==> config.mk <==
export PLATFORM = sky130hd
export DESIGN_NAME = multicycle_control
export DESIGN_NICKNAME = d
export VERILOG_FILES = /design/src/rtl/multicycle_control.sv
export SDC_FILE = /design/constraint.sdc
export NUM_CORES = 1
export LEC_CHECK = 0
export BUFFER_PORTS_ARGS = -buffer_cell sky130_fd_sc_hd__buf_2
export CAP_MARGIN = 20
export CORE_MARGIN = 1
export CORE_UTILIZATION = 43
export CTS_BUF_LIST = sky130_fd_sc_hd__clkbuf_8 sky130_fd_sc_hd__clkbuf_16
export CTS_CLUSTER_SIZE = 24
export DETAILED_ROUTE_END_ITERATION = 8
export PLACE_DENSITY_LB_ADDON = 0.3
export REMOVE_ABC_BUFFERS = 1
export SLEW_MARGIN = 20
export SYNTH_ARGS = -nofsm -noshare
export SYNTH_HDL_FRONTEND = slang
export SYNTH_SLANG_ARGS = --single-unit
==> constraint.sdc <==
create_clock -name clk_i -period 2.4 [get_ports clk_i]
set_input_delay 0.72 -clock clk_i [delete_from_list [all_inputs] [get_ports clk_i]]
set_output_delay 0.72 -clock clk_i [all_outputs]
set_load 0.01 [all_outputs]
==> src/rtl/multicycle_control.sv <==
// -----------------------------------------------------------------------------
// multicycle_control
//   Registered-state sequencer for a multicycle MIPS datapath. Steps each
//   instruction through fetch, decode, execute, memory and writeback and
//   drives the shared ALU, memory port, IR, PC and register-file controls.
//   Supports R-type, addi, ori, lw, sw, beq and j. Handshakes with a
//   variable-latency memory, traps illegal opcodes and memory timeouts.
//
// Parameters
//   MEM_WAIT_MAX  max cycles in one memory state without ack before ERROR
//
// Ports
//   clk_i, rst_i (sync, active-low), start_i (run enable)
//   op_i          opcode from IR, stable from DECODE until the next FETCH
//   mem_ack_i     memory completion, looked at only in memory states
//   pc_write_o, pc_write_cond_o, pc_source_o     PC update controls
//   i_or_d_o, mem_read_o, mem_write_o, ir_write_o memory/IR controls
//   mem_to_reg_o, reg_dst_o, reg_write_o         register-file controls
//   alu_src_a_o, alu_src_b_o, alu_op_o, zext_o    ALU controls
//   instr_done_o  pulse on the final state of each instruction
//   illegal_o, timeout_o  sticky error flags; state_o  debug state code
// -----------------------------------------------------------------------------
module multicycle_control #(
    parameter int unsigned MEM_WAIT_MAX = 16
) (
    input  logic       clk_i,
    input  logic       rst_i,
    input  logic       start_i,
    input  logic [5:0] op_i,
    input  logic       mem_ack_i,
    output logic       pc_write_o,
    output logic       pc_write_cond_o,
    output logic [1:0] pc_source_o,
    output logic       i_or_d_o,
    output logic       mem_read_o,
    output logic       mem_write_o,
    output logic       ir_write_o,
    output logic       mem_to_reg_o,
    output logic       reg_dst_o,
    output logic       reg_write_o,
    output logic       alu_src_a_o,
    output logic [1:0] alu_src_b_o,
    output logic [1:0] alu_op_o,
    output logic       zext_o,
    output logic       instr_done_o,
    output logic       illegal_o,
    output logic       timeout_o,
    output logic [3:0] state_o
);

    typedef enum logic [3:0] {
        ST_IDLE   = 4'd0,
        ST_FETCH  = 4'd1,
        ST_DECODE = 4'd2,
        ST_MEMADR = 4'd3,
        ST_MEMRD  = 4'd4,
        ST_MEMWB  = 4'd5,
        ST_MEMWR  = 4'd6,
        ST_EXEC   = 4'd7,
        ST_RWB    = 4'd8,
        ST_BRANCH = 4'd9,
        ST_JUMP   = 4'd10,
        ST_IEXEC  = 4'd11,
        ST_IWB    = 4'd12,
        ST_ERROR  = 4'd13
    } state_t;

    localparam int unsigned    CW        = (MEM_WAIT_MAX > 2) ? $clog2(MEM_WAIT_MAX) : 1;
    localparam logic [CW-1:0] WAIT_LAST = CW'(MEM_WAIT_MAX - 1);

    state_t        state_q, state_d;
    logic [CW-1:0] wait_q, wait_d;
    logic          illegal_q, illegal_d;
    logic          timeout_q, timeout_d;
    // lw/sw is remembered at DECODE so MEMADR does not have to re-examine
    // the load/store opcodes.
    logic          is_load_q, is_load_d;
    logic          in_mem;
    logic          end_instr;

    always_ff @(posedge clk_i) begin
        if (!rst_i) begin
            state_q   <= ST_IDLE;
            wait_q    <= '0;
            illegal_q <= 1'b0;
            timeout_q <= 1'b0;
            is_load_q <= 1'b0;
        end else begin
            state_q   <= state_d;
            wait_q    <= wait_d;
            illegal_q <= illegal_d;
            timeout_q <= timeout_d;
            is_load_q <= is_load_d;
        end
    end

    always_comb begin
        state_d         = state_q;
        illegal_d       = illegal_q;
        timeout_d       = timeout_q;
        is_load_d       = is_load_q;
        in_mem          = 1'b0;
        end_instr       = 1'b0;
        pc_write_o      = 1'b0;
        pc_write_cond_o = 1'b0;
        pc_source_o     = 2'b00;
        i_or_d_o        = 1'b0;
        mem_read_o      = 1'b0;
        mem_write_o     = 1'b0;
        ir_write_o      = 1'b0;
        mem_to_reg_o    = 1'b0;
        reg_dst_o       = 1'b0;
        reg_write_o     = 1'b0;
        alu_src_a_o     = 1'b0;
        alu_src_b_o     = 2'b00;
        alu_op_o        = 2'b00;
        zext_o          = 1'b0;
        instr_done_o    = 1'b0;

        case (state_q)
            ST_IDLE: begin
                if (start_i) state_d = ST_FETCH;
            end
            ST_FETCH: begin
                in_mem      = 1'b1;
                mem_read_o  = 1'b1;
                alu_src_b_o = 2'b01;
                // IR and PC+4 are captured on the same cycle the memory
                // delivers the instruction word.
                ir_write_o  = mem_ack_i;
                pc_write_o  = mem_ack_i;
                if (mem_ack_i) state_d = ST_DECODE;
            end
            ST_DECODE: begin
                alu_src_b_o = 2'b11;
                case (op_i)
                    6'h00: state_d = ST_EXEC;
                    6'h23: begin state_d = ST_MEMADR; is_load_d = 1'b1; end
                    6'h2B: begin state_d = ST_MEMADR; is_load_d = 1'b0; end
                    6'h04: state_d = ST_BRANCH;
                    6'h02: state_d = ST_JUMP;
                    6'h08,
                    6'h0D: state_d = ST_IEXEC;
                    default: begin
                        state_d   = ST_ERROR;
                        illegal_d = 1'b1;
                    end
                endcase
            end
            ST_MEMADR: begin
                alu_src_a_o = 1'b1;
                alu_src_b_o = 2'b10;
                state_d     = is_load_q ? ST_MEMRD : ST_MEMWR;
            end
            ST_MEMRD: begin
                in_mem     = 1'b1;
                mem_read_o = 1'b1;
                i_or_d_o   = 1'b1;
                if (mem_ack_i) state_d = ST_MEMWB;
            end
            ST_MEMWB: begin
                mem_to_reg_o = 1'b1;
                reg_write_o  = 1'b1;
                instr_done_o = 1'b1;
                end_instr    = 1'b1;
            end
            ST_MEMWR: begin
                in_mem       = 1'b1;
                mem_write_o  = 1'b1;
                i_or_d_o     = 1'b1;
                instr_done_o = mem_ack_i;
                end_instr    = mem_ack_i;
            end
            ST_EXEC: begin
                alu_src_a_o = 1'b1;
                alu_op_o    = 2'b11;
                state_d     = ST_RWB;
            end
            ST_RWB: begin
                reg_dst_o    = 1'b1;
                reg_write_o  = 1'b1;
                instr_done_o = 1'b1;
                end_instr    = 1'b1;
            end
            ST_BRANCH: begin
                alu_src_a_o     = 1'b1;
                alu_op_o        = 2'b01;
                pc_write_cond_o = 1'b1;
                pc_source_o     = 2'b01;
                instr_done_o    = 1'b1;
                end_instr       = 1'b1;
            end
            ST_JUMP: begin
                pc_write_o   = 1'b1;
                pc_source_o  = 2'b10;
                instr_done_o = 1'b1;
                end_instr    = 1'b1;
            end
            ST_IEXEC: begin
                alu_src_a_o = 1'b1;
                alu_src_b_o = 2'b10;
                if (op_i == 6'h0D) begin
                    alu_op_o = 2'b10;
                    zext_o   = 1'b1;
                end
                state_d = ST_IWB;
            end
            ST_IWB: begin
                reg_write_o  = 1'b1;
                instr_done_o = 1'b1;
                end_instr    = 1'b1;
            end
            ST_ERROR: begin
                state_d = ST_ERROR;
            end
            default: state_d = ST_IDLE;
        endcase

        // Back-to-back instructions: final state goes straight to FETCH.
        if (end_instr) state_d = start_i ? ST_FETCH : ST_IDLE;

        // Ack wins over timeout, so only the no-ack case can expire.
        if (in_mem && !mem_ack_i && (wait_q == WAIT_LAST)) begin
            state_d   = ST_ERROR;
            timeout_d = 1'b1;
        end

        // Every memory state is left on ack or timeout, so clearing whenever
        // we are not still waiting also clears the counter on entry.
        if (in_mem && !mem_ack_i && (wait_q != WAIT_LAST)) wait_d = wait_q + 1'b1;
        else                                                wait_d = '0;
    end

    assign illegal_o = illegal_q;
    assign timeout_o = timeout_q;
    assign state_o   = state_q;

endmodule

==> impl_results.md <==
- DRT Pass-1 Iters: 4
- Routed WL per cell: 12.0 microns
- Global route overflow: 0
- Worst Tran Pin Value: between 0.3 and 0.4 ns
- Routability Congestion: 0.909
- Remaining antenna violation count: 0
- #FFs+latches synth: 11
- CP delay by family, top: simple AND/OR/NAND/NOR gates
- Clock Path Buffers: 2
- Worst Path Buf+Inv: 2
- Critical Path RT: 1.68 ns
- Ant diodes: 0
- Number of global-route vias before repair: 962
- Total wire length: 2.31 mm
- Sinks on the clock net: 11
- Post-route worst setup slack: 0.102 ns
- Mapped cell area: 961 sq um
- Yosys top cell by area: dfxtp_1
- Place WS: between 0.05 and 0.06 ns
- Dpl cells: 189
- Post-DP HPWL: 1.74 mm
- Most crowded layer after global routing: met2
- Initial antenna violation count: 0
- Tcrit/Tclk final: 0.958
- Fmax: between 0.4 and 0.5 GHz
- Effective utilization at floorplan: 0.475
- Slew headroom: 0.744
- Top FF cell, synth: dfxtp_1
- M2 GR Usage: 0.326
- Synthesized instance count: 130
- Initial DRC count: 15
- I/O pin count: 34
- RSZ-0062 raised after global routing: false
- Filler cells: 188
- Seq/Total Area, Yosys: 0.229
- Largest family of logic cells by synthesized area: simple AND/OR/NAND/NOR gates
- Post-synth EDFFs: 0
- CTS tree: built
- Core area: roughly 0.0020 sq mm
- Max FO, Critical Path: 11
- Crit. End Element: primary output
- Multiplexer area fraction after synthesis: 0.0104
- Max_cap viols: 0
- XOR/XNOR Fraction of Synth Area: 0.0456
- Rows: 16
- Simple-gate share of the synthesized area: 0.367
- Leak: 0.551 nW
- Post-synthesis cell type count: 47
- Synth top area share: 0.229
- Crit path max-delay cell type: dfxtp_1
- Met3 Use GR: 0.0187
- Worst VDD drop: 366 uV
- WS Path Type: reg -> out
- Slew Viols, Final: 0
- Die width: just under 50 microns
- Met1 usage: 0.279
- Fin Hold WS: 0.450 ns
- Outcome: complete, no violations
- Total GRT Usage: 0.204
- Pin count of the biggest net entering global routing: 17
- Startpoint Class: register
- Cell Pwr Density: about 470 mW/mm^2
- Clock Latency Late Sink: 0.23 ns
- Fin cells: 193
- Critical path cell sequence: buf_4, nor2_1, and3_1, or2_2, buf_2
- CTS H-tree lvls: 1
- Final hold violations: 0
- Final TNS setup: 0 ns
- Post-route DRC: 0
- Synth top area cells: dfxtp_1 (23%), nor2_1 (6.3%), a21oi_1 (4.7%), nand2b_1 (4.6%), nor2b_1 (4.6%)
- First-pass GRT wire length: 4.01 mm
- Clock root buffer: clkbuf_8
- Die H: 49.3 microns
- Skew final: 0.00146 ns
- Area share of fa/ha/maj cells after synthesis: 0.0130
- Min cycle time layout: around 2.3 ns
- Mean Syn Cell Area: 7.39 sq um
- Complex-gate fraction of the synthesized area: 0.267
- Share of layout cells above drive strength 1: 0.319
- Synth async-reset ratio: 0
- Die area: 0.00243 sq mm
- TritonCTS Buffers: 3
- Vias per cell: 5.52
- Hold/Removal Path Class: reg -> reg
- Area growth, synth to finish: 28.0%
- Nets: 178
- Max stage delay on crit path: roughly 0.47 ns
- Port Buffer Count: 33
- Crit path DAT: 1.58 ns
- Total number of vias: 1066
- Clk pin slew, worst setup/hold paths: 0.05 ns
- Post-CTS Setup Repair Bufs: 0
- Setup violators final: 0
- Tot Pwr: 0.000576 W
- Syn. warnings: 0
## worst register-to-register path: cells and delay by family, from the launching register on
kind	cells	cell delay [ns]
AND/OR/NAND/NOR	2	0.93
flip-flops	1	0.38
AO/OA/AOI/OAI	2	0.37
buffers and inverters	1	0.21
## routing by layer
metal,share of wire,wire length (microns)
met3,0.049,113
met4,0.0043,10
met1,0.52,1200
met2,0.42,980
met5,0,0
## synth_stat cells, drive strengths merged, types with 4 or more instances
master  number
xnor2        4
dfxtp       11
a21oi        9
inv          4
nand2b       7
clkbuf       6
nor3         7
o21ai        6
nand2        6
nor2b        7
buf          4
nor2        16
## worst paths after layout
check                                              from  cells after the start                       to  slack, ns
worst max register to register  state_o[2]$_SDFFE_PN0P_                      5  state_o[2]$_SDFFE_PN0P_       0.44
worst min register to register     wait_q[0]$_SDFF_PN0_                      1     wait_q[0]$_SDFF_PN0_       0.45
worst min-delay path               wait_q[0]$_SDFF_PN0_                      1     wait_q[0]$_SDFF_PN0_       0.45
worst max-delay path            state_o[2]$_SDFFE_PN0P_                      5               pc_write_o       0.10
## repair_timing
action	CTS	global route
hold buffers	0	0
gates resized for setup	0	2
endpoints found under the setup margin	0	1
## cell usage in the layout, fill, tap and decap left out, drive strengths merged, types with 2 or more instances in the layout
cell and instances:
nor2 16, buf 42, nand2b 7, nand3 2
a31oi 2, nand3b 2, o21a 2, o21ba 2
a311oi 2, o41a 2, nand2 6, nor3 7
clkbuf 3, nor2b 7, o21ai 6, or4b 2
a21boi 3, nor4 3, a21oi 9, or3b 3
xnor2 4, inv 5, dfxtp 11
## cell type report
type                            count  area, sq um  share of cell area
Timing Repair Buffer               42          233               0.189
Inverter                            4         15.0              0.0122
Clock inverter                      1         3.75             0.00305
Sequential cell                    11          221               0.180
Tap cell                           27         33.8              0.0275
Multi-Input combinational cell    105          682               0.554
Clock buffer                        3         41.3              0.0336
## sequential cells by signal, indices dropped and copies added, names as in the netlist
name       flops
state_o        4
timeout_o      1
illegal_o      1
wait_q         4
is_load_q      1
## cells by family after synthesis
kind of cell    after synthesis
compound gates               36
xor+xnor                      5
fa+ha+maj                     1
buf+inv                      14
flops                        11
mux                           1
simple gates                 62
## where the power goes
part / total, W / leakage (nW) / switching [W] / internal, W
clock: 0.000174 / 0.0269 / 0.0000626 / 0.000112
sequential: 0.000209 / 0.0896 / 0.0000167 / 0.000192
combinational: 0.000193 / 0.434 / 0.000103 / 0.0000904
total: 0.000576 / 0.551 / 0.000182 / 0.000394
## stage by stage
step	cell area, sq um	utilization
floorplan	911	-
global placement	1180	0.582
detailed placement	1180	0.582
CTS	1220	0.605
global route	1230	0.608
finish	1230	0.608
Note: power is estimated with default switching activity, not from simulation.
